## config.mk

```make
export PLATFORM = sky130hd
export DESIGN_NAME = phy_rst_seq_flat
export DESIGN_NICKNAME = d
export VERILOG_FILES = /design/src/rtl/phy_rst_seq_if.sv /design/src/rtl/phy_rst_seq.sv /design/src/flat_wrapper.sv
export SDC_FILE = /design/constraint.sdc
export NUM_CORES = 1
export LEC_CHECK = 0
export BUFFER_PORTS_ARGS = -buffer_cell sky130_fd_sc_hd__buf_2
export CAP_MARGIN = 20
export CELL_PAD_IN_SITES_DETAIL_PLACEMENT = 1
export CELL_PAD_IN_SITES_GLOBAL_PLACEMENT = 2
export CORE_ASPECT_RATIO = 0.7
export CORE_MARGIN = 4
export CORE_UTILIZATION = 38
export DETAILED_ROUTE_END_ITERATION = 12
export GPL_TIMING_DRIVEN = 0
export PLACE_DENSITY = 0.88
export SYNTH_ARGS = -nofsm -noshare
export SYNTH_HDL_FRONTEND = slang
export SYNTH_SLANG_ARGS = --single-unit
export TNS_END_PERCENT = 10
```

## constraint.sdc

```tcl
create_clock -name clk -period 2.3 [get_ports clk]
set_input_delay 0 -clock clk [delete_from_list [all_inputs] [get_ports clk]]
set_output_delay 0 -clock clk [all_outputs]
set_load 0.01 [all_outputs]
```

## src/rtl/phy_rst_seq_if.sv

```systemverilog
// PHY reset sequencer bundle: start request, PHY reset/status
// inputs and the sequencer's reset request and status outputs.
interface phy_rst_seq_if;
    logic       start;
    logic       rst_rx;
    logic       rst_tx;
    logic       stat_rx;
    logic       stat_tx;
    logic       sys_reset;
    logic       busy;
    logic       done;
    logic       link_good;
    logic       fail;
    logic [3:0] retry_cnt;

    modport master (
        input  start, rst_rx, rst_tx, stat_rx, stat_tx,
        output sys_reset, busy, done, link_good, fail, retry_cnt
    );

    modport slave (
        output start, rst_rx, rst_tx, stat_rx, stat_tx,
        input  sys_reset, busy, done, link_good, fail, retry_cnt
    );
endinterface

```

## src/rtl/phy_rst_seq.sv

```systemverilog
// PHY reset sequencer: pulses sys_reset, follows the PHY reset
// assert/release cycle, waits for status good, retries on timeout.
module phy_rst_seq #(
    parameter int unsigned RST_PULSE_CYCLES = 16,
    parameter int unsigned TIMEOUT_CYCLES   = 1000000,
    parameter int unsigned MAX_RETRY        = 3,
    parameter int unsigned AUTO_START       = 1
) (
    input  logic          clk,
    input  logic          reset_,
    phy_rst_seq_if.master phy
);

    localparam int unsigned PW =
        (RST_PULSE_CYCLES > 1) ? $clog2(RST_PULSE_CYCLES) : 1;
    localparam int unsigned TW = $clog2(TIMEOUT_CYCLES);

    localparam logic [PW-1:0] P_LAST = PW'(RST_PULSE_CYCLES - 1);
    localparam logic [TW-1:0] T_LAST = TW'(TIMEOUT_CYCLES - 1);
    localparam logic [3:0]    R_MAX  = 4'(MAX_RETRY);

    localparam int IDLE      = 0;
    localparam int PULSE     = 1;
    localparam int WAIT_RST  = 2;
    localparam int WAIT_STAT = 3;
    localparam int DONE      = 4;
    localparam int FAIL      = 5;

    localparam logic [5:0] S_IDLE      = 6'b000001;
    localparam logic [5:0] S_PULSE     = 6'b000010;
    localparam logic [5:0] S_WAIT_RST  = 6'b000100;
    localparam logic [5:0] S_WAIT_STAT = 6'b001000;
    localparam logic [5:0] S_DONE      = 6'b010000;
    localparam logic [5:0] S_FAIL      = 6'b100000;

    logic [5:0]    st;
    logic [5:0]    st_nxt;
    logic [3:0]    sync_a;
    logic [3:0]    sync_b;
    logic [1:0]    rst_d;
    logic [1:0]    auto_sr;
    logic [PW-1:0] pcnt;
    logic [TW-1:0] tcnt;
    logic [3:0]    rcnt;
    logic          rx_r;
    logic          rx_f;
    logic          tx_f;
    logic          stat_q;

    logic rx_s;
    logic tx_s;
    logic stat_ok;
    logic rx_rise;
    logic rx_fall;
    logic tx_fall;
    logic rst_seen;
    logic tmo;
    logic auto_go;
    logic go;
    logic seq_start;
    logic retry;
    logic enter_pulse;

    assign rx_s     = sync_b[0];
    assign tx_s     = sync_b[1];
    assign stat_ok  = sync_b[2] & sync_b[3];
    assign rx_rise  = rx_s & ~rst_d[0];
    assign rx_fall  = ~rx_s & rst_d[0];
    assign tx_fall  = ~tx_s & rst_d[1];
    assign rst_seen = rx_r & rx_f & tx_f;
    assign tmo      = (tcnt == T_LAST);
    assign auto_go  = (AUTO_START != 0) & auto_sr[0] & ~auto_sr[1];
    assign go       = phy.start | auto_go;

    assign enter_pulse = st_nxt[PULSE] & ~st[PULSE];

    // Bring the asynchronous PHY signals into clk, keep a delayed copy
    always_ff @(posedge clk or negedge reset_) begin
        if (!reset_) begin
            sync_a <= '0;
            sync_b <= '0;
            rst_d  <= '0;
        end else begin
            sync_a <= {phy.stat_tx, phy.stat_rx, phy.rst_tx, phy.rst_rx};
            sync_b <= sync_a;
            rst_d  <= sync_b[1:0];
        end
    end

    // One-shot start request in the first full cycle after reset release
    always_ff @(posedge clk or negedge reset_) begin
        if (!reset_) begin
            auto_sr <= '0;
        end else begin
            auto_sr <= {auto_sr[0], 1'b1};
        end
    end

    // State register
    always_ff @(posedge clk or negedge reset_) begin
        if (!reset_) begin
            st <= S_IDLE;
        end else begin
            st <= st_nxt;
        end
    end

    // Next-state logic; an exit condition beats a same-cycle timeout
    always_comb begin
        st_nxt    = st;
        seq_start = 1'b0;
        retry     = 1'b0;
        unique case (1'b1)
            st[IDLE], st[DONE], st[FAIL]: begin
                if (go) begin
                    st_nxt    = S_PULSE;
                    seq_start = 1'b1;
                end
            end
            st[PULSE]: begin
                if (pcnt == P_LAST) begin
                    st_nxt = S_WAIT_RST;
                end
            end
            st[WAIT_RST]: begin
                if (rst_seen) begin
                    st_nxt = S_WAIT_STAT;
                end else if (tmo) begin
                    if (rcnt < R_MAX) begin
                        st_nxt = S_PULSE;
                        retry  = 1'b1;
                    end else begin
                        st_nxt = S_FAIL;
                    end
                end
            end
            st[WAIT_STAT]: begin
                if (stat_ok) begin
                    st_nxt = S_DONE;
                end else if (tmo) begin
                    if (rcnt < R_MAX) begin
                        st_nxt = S_PULSE;
                        retry  = 1'b1;
                    end else begin
                        st_nxt = S_FAIL;
                    end
                end
            end
            default: begin
                st_nxt = S_IDLE;
            end
        endcase
    end

    // Pulse/timeout/retry counters, PHY reset edge flags, status sample
    always_ff @(posedge clk or negedge reset_) begin
        if (!reset_) begin
            pcnt   <= '0;
            tcnt   <= '0;
            rcnt   <= '0;
            rx_r   <= 1'b0;
            rx_f   <= 1'b0;
            tx_f   <= 1'b0;
            stat_q <= 1'b0;
        end else begin
            stat_q <= stat_ok;
            if (seq_start) begin
                rcnt <= '0;
            end else if (retry) begin
                rcnt <= rcnt + 4'd1;
            end
            if (enter_pulse) begin
                pcnt <= '0;
            end else if (st[PULSE] && pcnt != P_LAST) begin
                pcnt <= pcnt + 1'b1;
            end
            if (st[PULSE] || seq_start) begin
                tcnt <= '0;
            end else if ((st[WAIT_RST] || st[WAIT_STAT]) && !tmo) begin
                tcnt <= tcnt + 1'b1;
            end
            if (enter_pulse) begin
                rx_r <= 1'b0;
                rx_f <= 1'b0;
                tx_f <= 1'b0;
            end else if (st[PULSE] || st[WAIT_RST]) begin
                rx_r <= rx_r | rx_rise;
                rx_f <= rx_f | (rx_fall & rx_r);
                tx_f <= tx_f | tx_fall;
            end
        end
    end

    // Outputs decoded straight from the state and counter flops
    always_comb begin
        phy.sys_reset = st[PULSE];
        phy.busy      = st[PULSE] | st[WAIT_RST] | st[WAIT_STAT];
        phy.done      = st[DONE];
        phy.fail      = st[FAIL];
        phy.link_good = st[DONE] & stat_q;
        phy.retry_cnt = rcnt;
    end

endmodule

```

## src/flat_wrapper.sv

```systemverilog
// flat-port wrapper written by rule: the top's interface ports become plain ports
module phy_rst_seq_flat 
#(
    parameter int unsigned RST_PULSE_CYCLES = 16,
    parameter int unsigned TIMEOUT_CYCLES   = 1000000,
    parameter int unsigned MAX_RETRY        = 3,
    parameter int unsigned AUTO_START       = 1
)
  (clk, reset_, phy_start, phy_rst_rx, phy_rst_tx, phy_stat_rx, phy_stat_tx, phy_sys_reset, phy_busy, phy_done, phy_link_good, phy_fail, phy_retry_cnt);
  phy_rst_seq_if phy_i ();
  input  logic clk;
  input  logic reset_;
  input wire logic [$bits(phy_i.start)-1:0] phy_start;
  input wire logic [$bits(phy_i.rst_rx)-1:0] phy_rst_rx;
  input wire logic [$bits(phy_i.rst_tx)-1:0] phy_rst_tx;
  input wire logic [$bits(phy_i.stat_rx)-1:0] phy_stat_rx;
  input wire logic [$bits(phy_i.stat_tx)-1:0] phy_stat_tx;
  output wire logic [$bits(phy_i.sys_reset)-1:0] phy_sys_reset;
  output wire logic [$bits(phy_i.busy)-1:0] phy_busy;
  output wire logic [$bits(phy_i.done)-1:0] phy_done;
  output wire logic [$bits(phy_i.link_good)-1:0] phy_link_good;
  output wire logic [$bits(phy_i.fail)-1:0] phy_fail;
  output wire logic [$bits(phy_i.retry_cnt)-1:0] phy_retry_cnt;
  assign phy_i.start = phy_start;
  assign phy_i.rst_rx = phy_rst_rx;
  assign phy_i.rst_tx = phy_rst_tx;
  assign phy_i.stat_rx = phy_stat_rx;
  assign phy_i.stat_tx = phy_stat_tx;
  assign phy_sys_reset = phy_i.sys_reset;
  assign phy_busy = phy_i.busy;
  assign phy_done = phy_i.done;
  assign phy_link_good = phy_i.link_good;
  assign phy_fail = phy_i.fail;
  assign phy_retry_cnt = phy_i.retry_cnt;
  phy_rst_seq #(.RST_PULSE_CYCLES(RST_PULSE_CYCLES), .TIMEOUT_CYCLES(TIMEOUT_CYCLES), .MAX_RETRY(MAX_RETRY), .AUTO_START(AUTO_START)) u_core (.clk(clk), .reset_(reset_), .phy(phy_i));
endmodule
```

-- Word-level counts from Yosys, hierarchy flattened
Index checks and enable logic that the tools add are counted.
- flip-flop bits (word level): 50
- latch bits: 0
- RAM bits: 0
- memory bits (read-only): 0
- bits of input ports: 7
- output and inout bits: 9
- logic and storage cells: 84
- memories kept: 0
- add/subtract/negate cells: 3
- $mul: 0
- divide/modulo/power cells: 0
- order comparisons: 1
- equality and inequality tests: 7
- shift operators: 0
- muxes and demuxes: 27
- bitwise gates (word level): 21
- reductions and logical operators: 12
- operators with widths (kind ; number):
    $mux 6 ; 7
    $mux 20 ; 2
    $pmux 6 s4 ; 1
    $add 20x1->20 const B ; 1
    $eq 20x20->1 const B ; 1
    $mux 4 ; 4
    $mux 1 ; 12
    $and 1x1->1 ; 10
    $add 4x1->4 const B ; 2
    $reduce_bool 2->1 ; 4
    $ne 3x3->1 const B ; 2
    $or 1x1->1 ; 6
    $not 1->1 ; 5
    $eq 4x4->1 const B ; 1
    $lt 4x2->1 const B ; 1
    $ne 4x4->1 const B ; 1
    $reduce_and 4->1 ; 1
    $logic_or 1x1->1 ; 3
    $reduce_or 3->1 ; 1
    $logic_and 1x1->1 ; 2
    $ne 2x1->1 const B ; 1
    $ne 2x2->1 const B ; 1
    $pmux 1 s2 ; 1
    $logic_not 1->1 ; 1

-- Logic depth before layout (Yosys ltp)
- depth after elaboration: 7
- depth in mapped cells: 8

-- Worst setup path before layout
Ideal clock, no wire load.
- kind: register to register
- start point: register u_core.tcnt[0]
- end point: register u_core.pcnt[2]
- library setup time: 0.126 ns
- arrival time: 1.862 ns
- data required time: 2.174 ns
- setup slack: 0.313 ns
- stages on the path, launching flop included: 8
- buffers on the path: 1
- period minus slack after synthesis: 1.987 ns
- path through: dfrtp_1 > ha_1 > nand3_1 > or2_2 > buf_2 > or4_4 > a21oi_4 > nor3_1
- longest elaborated chain between the ends: 6
- RTL lines (element ; line ; RTL):
    from (decl) ; phy_rst_seq.sv:43 ; logic [TW-1:0] tcnt;
    from (signal assigned) ; phy_rst_seq.sv:180 ; tcnt <= tcnt + 1'b1;
    $eq 20x20->1 (*) ; phy_rst_seq.sv:71 ; assign tmo = (tcnt == T_LAST);
    $mux 6, on equally long branches ; phy_rst_seq.sv:140, phy_rst_seq.sv:128 ;
    $mux 6, on equally long branches ; phy_rst_seq.sv:138, phy_rst_seq.sv:126 ;
    $pmux 6 s4 (*) ; phy_rst_seq.sv:113 ; unique case (1'b1)
    $and 1x1->1 (*) ; phy_rst_seq.sv:75 ; assign enter_pulse = st_nxt[PULSE] & ~st[PULSE];
    $mux 4 or $reduce_bool 2->1 (tied branches) ; -- ;
    to (signal assigned) ; phy_rst_seq.sv:175 ; pcnt <= pcnt + 1'b1;
    to (decl) ; phy_rst_seq.sv:42 ; logic [PW-1:0] pcnt;
Every way passes the cells marked *; elsewhere a longest branch is shown, timed or not. The select of a mux whose other input is x is not followed.
A chain may end at the register's enable or synchronous reset.

-- Worst setup path after layout
Same ends and word-level chain as after synthesis.

==> results.ini <==
[global_route]
grt_pass1_vias=1910
grt_pass1_wl_um=9770
antenna_found_initial=0
overflow=0
grt.total_usage_pct=17.2
grt_max_degree=33

[finish]
layout_common_cells=dfrtp_1, nor2_1, nand2_1, buf_2
multi_input_area_um2=1000
final_common_cell=dfrtp_1
fin_area_um2=2680
nets=265
final_layout_size_suffix_gt1_share_pct=16.8
regArea_um2=1250
syn_to_final_growth_pct=17.4
antenna_cells=0
fill_cells=666

[clocking]
cts.clk_slew.worst_paths_ns=0.09
cts.sinks=50
clk_path_buf_depth=2
clock_latency_ns=0.31
numCtsBuffers=5
cts_tree=yes
clockRootBuffer=clkbuf_8
cts_htree_levels=2

[worst_hold_path]
hold_path_end=u_core.phy.retry_cnt[1]
hold_path_depth=4
hp-start=phy_start
hold_class=in -> reg

[die]
io-pin-count=16
die_w_um=101
fp-row-count=23
fp.dieArea_um2=7330
initial_core_util_pct=39.5
core_um2=5780
fp.dieH_um=72.8

[synthesis]
yosysWarnings=0
synth_cell_type_count=44
ys_ff_latch=50
netlist_area_um2=2280
yosysSeqAreaShare_pct=54.9
synth_nets=236
async_reset_ff_share_pct=100
avgSynthCellArea_um2=10.1
syn-instance-count=226
synth-edff-count=0
synth_ff_type=dfrtp_1

[critical_path]
reg2reg_to=u_core.pcnt[2]
reg2reg_slack_ns=0.07
required_ns=2.50
arrival_ns=2.43
critical_path_buf_inv_count=1
worstSetupPathType=reg -> reg
worst-path-max-fanout=9
cp_slowest_cell=or4_4
start_kind=flop
cp_top_family=simple AND/OR/NAND/NOR gates
end_kind=flop
crit_chain=ha_2 > nand3_2 > or2_2 > buf_2 > or4_4 > a21oi_4 > nor3_1
cp_slowest_stage_delay_ns=0.54
worstRegToRegCells=7
rr_startpoint=u_core.tcnt[0]

[route]
antenna_left=0
wl_per_cell_um=16.9
drcViolationCount=0
firstDrtPassIters=4
drt-vias-per-instance=5.41
wirelength_um=5600
via_count=1790
drt_iter0_drc=97

[placed_design]
dp_hpwl_um=4070
placed_area_um2=2470
finalWeightedCongestion=0.794
port_buffers=15

[job]
cap_violations=0

[sta]
finalHoldViolations=0
setup_viol_count_final=0
max_freq_mhz=447
fin_skew_ns=0.00401
slew_headroom_pct=58.2
timing.setup.tns_ns=0
min_period_ns=2.23
post-route-period-util_pct=97.2
drv_slew=0
rsz0062_at_grt=true
worst_pin_slew_ns=0.622

[pwr]
power.leakage_nw=1.15
power.density_nw_per_um2=871
vdd_drop_max_mv=0.386

[run_status]
outcome=completed

flip-flops by register name, summed over array words and instances (netlist names):
register / count
u_core.auto_sr: 2
u_core.pcnt: 4
u_core.phy.retry_cnt: 4
u_core.rst_d: 2
u_core.rx_f: 1
u_core.rx_r: 1
u_core.st: 6
u_core.stat_q: 1
u_core.sync_a: 4
u_core.sync_b: 4
u_core.tcnt: 20
u_core.tx_f: 1
where the power goes:
group | switching [W] | internal, W | leakage, nW
Clock | 0.000312 | 0.000324 | 0.0504
Sequential | 0.0000911 | 0.000977 | 0.634
Combinational | 0.000388 | 0.000241 | 0.464
Total | 0.000792 | 0.00154 | 1.15
area by class of cell:
type                    instances  share of cell area [%]
plain buffers                   6                    1.12
well taps                      75                    3.50
repair buffers                 22                    5.70
inverters                       9                    1.26
clock inverters                 3                    1.68
clock buffers                   5                    2.57
multi-input cells             161                    37.4
flip-flops and latches         50                    46.8
worst max path at each step:
stage	start	cells past startpoint	slack [ns]	to
2_1_floorplan	u_core.tcnt[0]	7	0.31	u_core.pcnt[2]
3_3_place_gp	u_core.tcnt[0]	7	0.03	u_core.pcnt[2]
3_5_place_dp	u_core.tcnt[10]	7	-0.04	u_core.tcnt[5]
4_1_cts	u_core.tcnt[10]	6	-0.004	u_core.pcnt[2]
5_1_grt	u_core.tcnt[0]	7	-0.05	u_core.pcnt[2]
6_report	u_core.tcnt[0]	7	0.07	u_core.pcnt[2]
synthesized netlist by cell type, types with 2 or more instances:
master	number	area, um^2
a21oi_1	8	40.0
a31oi_1	2	12.5
a32o_1	2	20.0
and2_1	2	12.5
and3_1	2	12.5
and4b_1	2	20.0
buf_2	4	20.0
clkbuf_1	2	7.51
dfrtp_1	49	1230
ha_1	3	37.5
inv_1	9	33.8
nand2_1	22	82.6
nand3_1	14	70.1
nand4_1	6	37.5
nor2_1	26	97.6
nor3_1	5	25.0
nor4_1	5	31.3
nor4b_1	2	17.5
o211ai_1	3	22.5
o21a_1	2	15.0
o21ai_0	13	65.1
o22ai_1	2	12.5
or2_2	2	12.5
or3_1	7	43.8
xnor2_1	6	52.6
xor2_1	8	70.1
per-layer routing:
metal | track usage [%] | share of wire [%] | vias up
met5 | 0 | 0 | -
met4 | 4.93 | 1.1 | 0
met3 | 2.96 | 3.7 | 7
met2 | 25.5 | 44 | 31
met1 | 26.0 | 51 | 905
li1 | - | - | 847
cell families (layout without fill, tap and decap cells):
group | after synthesis | in the layout | synth area share, %
flip-flops | 50 | 50 | 54.9
other | 1 | 1 | 0.164
AO/OA/AOI/OAI | 38 | 38 | 11.2
AND/OR/NAND/NOR | 103 | 103 | 23.1
buffers and inverters | 15 | 45 | 2.69
XOR/XNOR | 14 | 14 | 5.37
multiplexers | 2 | 2 | 0.932
adder cells (fa/ha/maj) | 3 | 3 | 1.64
through the flow:
| step | setup WS (ns) | cells | total power [W] | hold slack [ns] | utilization [%] |
|---|---|---|---|---|---|
| finish | 0.0650 | 331 | 0.00233 | 0.108 | 46.3 |
| global route | -0.0542 | 331 | 0.00249 | 0.157 | 46.3 |
| CTS | -0.00416 | 330 | 0.00235 | 0.108 | 45.8 |
| detailed placement | -0.0411 | 317 | 0.00169 | -0.0274 | 42.7 |
| global placement | 0.0343 | 316 | 0.00167 | 0.108 | 42.4 |
| floorplan | 0.313 | 226 | 0.00149 | -0.296 | - |
worst min-delay path, cell delays in order:
cell      delay (ns)
buf_2           0.09
inv_1           0.09
a21boi_4        0.10
nor2_1          0.10
timing repair:
action,4_1_cts,5_1_grt
pin swaps,1,1
endpoints found under the setup margin,7,22
gates resized for setup,2,6
endpoints found under the hold margin,22,0
hold buffers,5,0
buffers inserted,0,1
No activity file was read; power rests on OpenSTA's default activity.
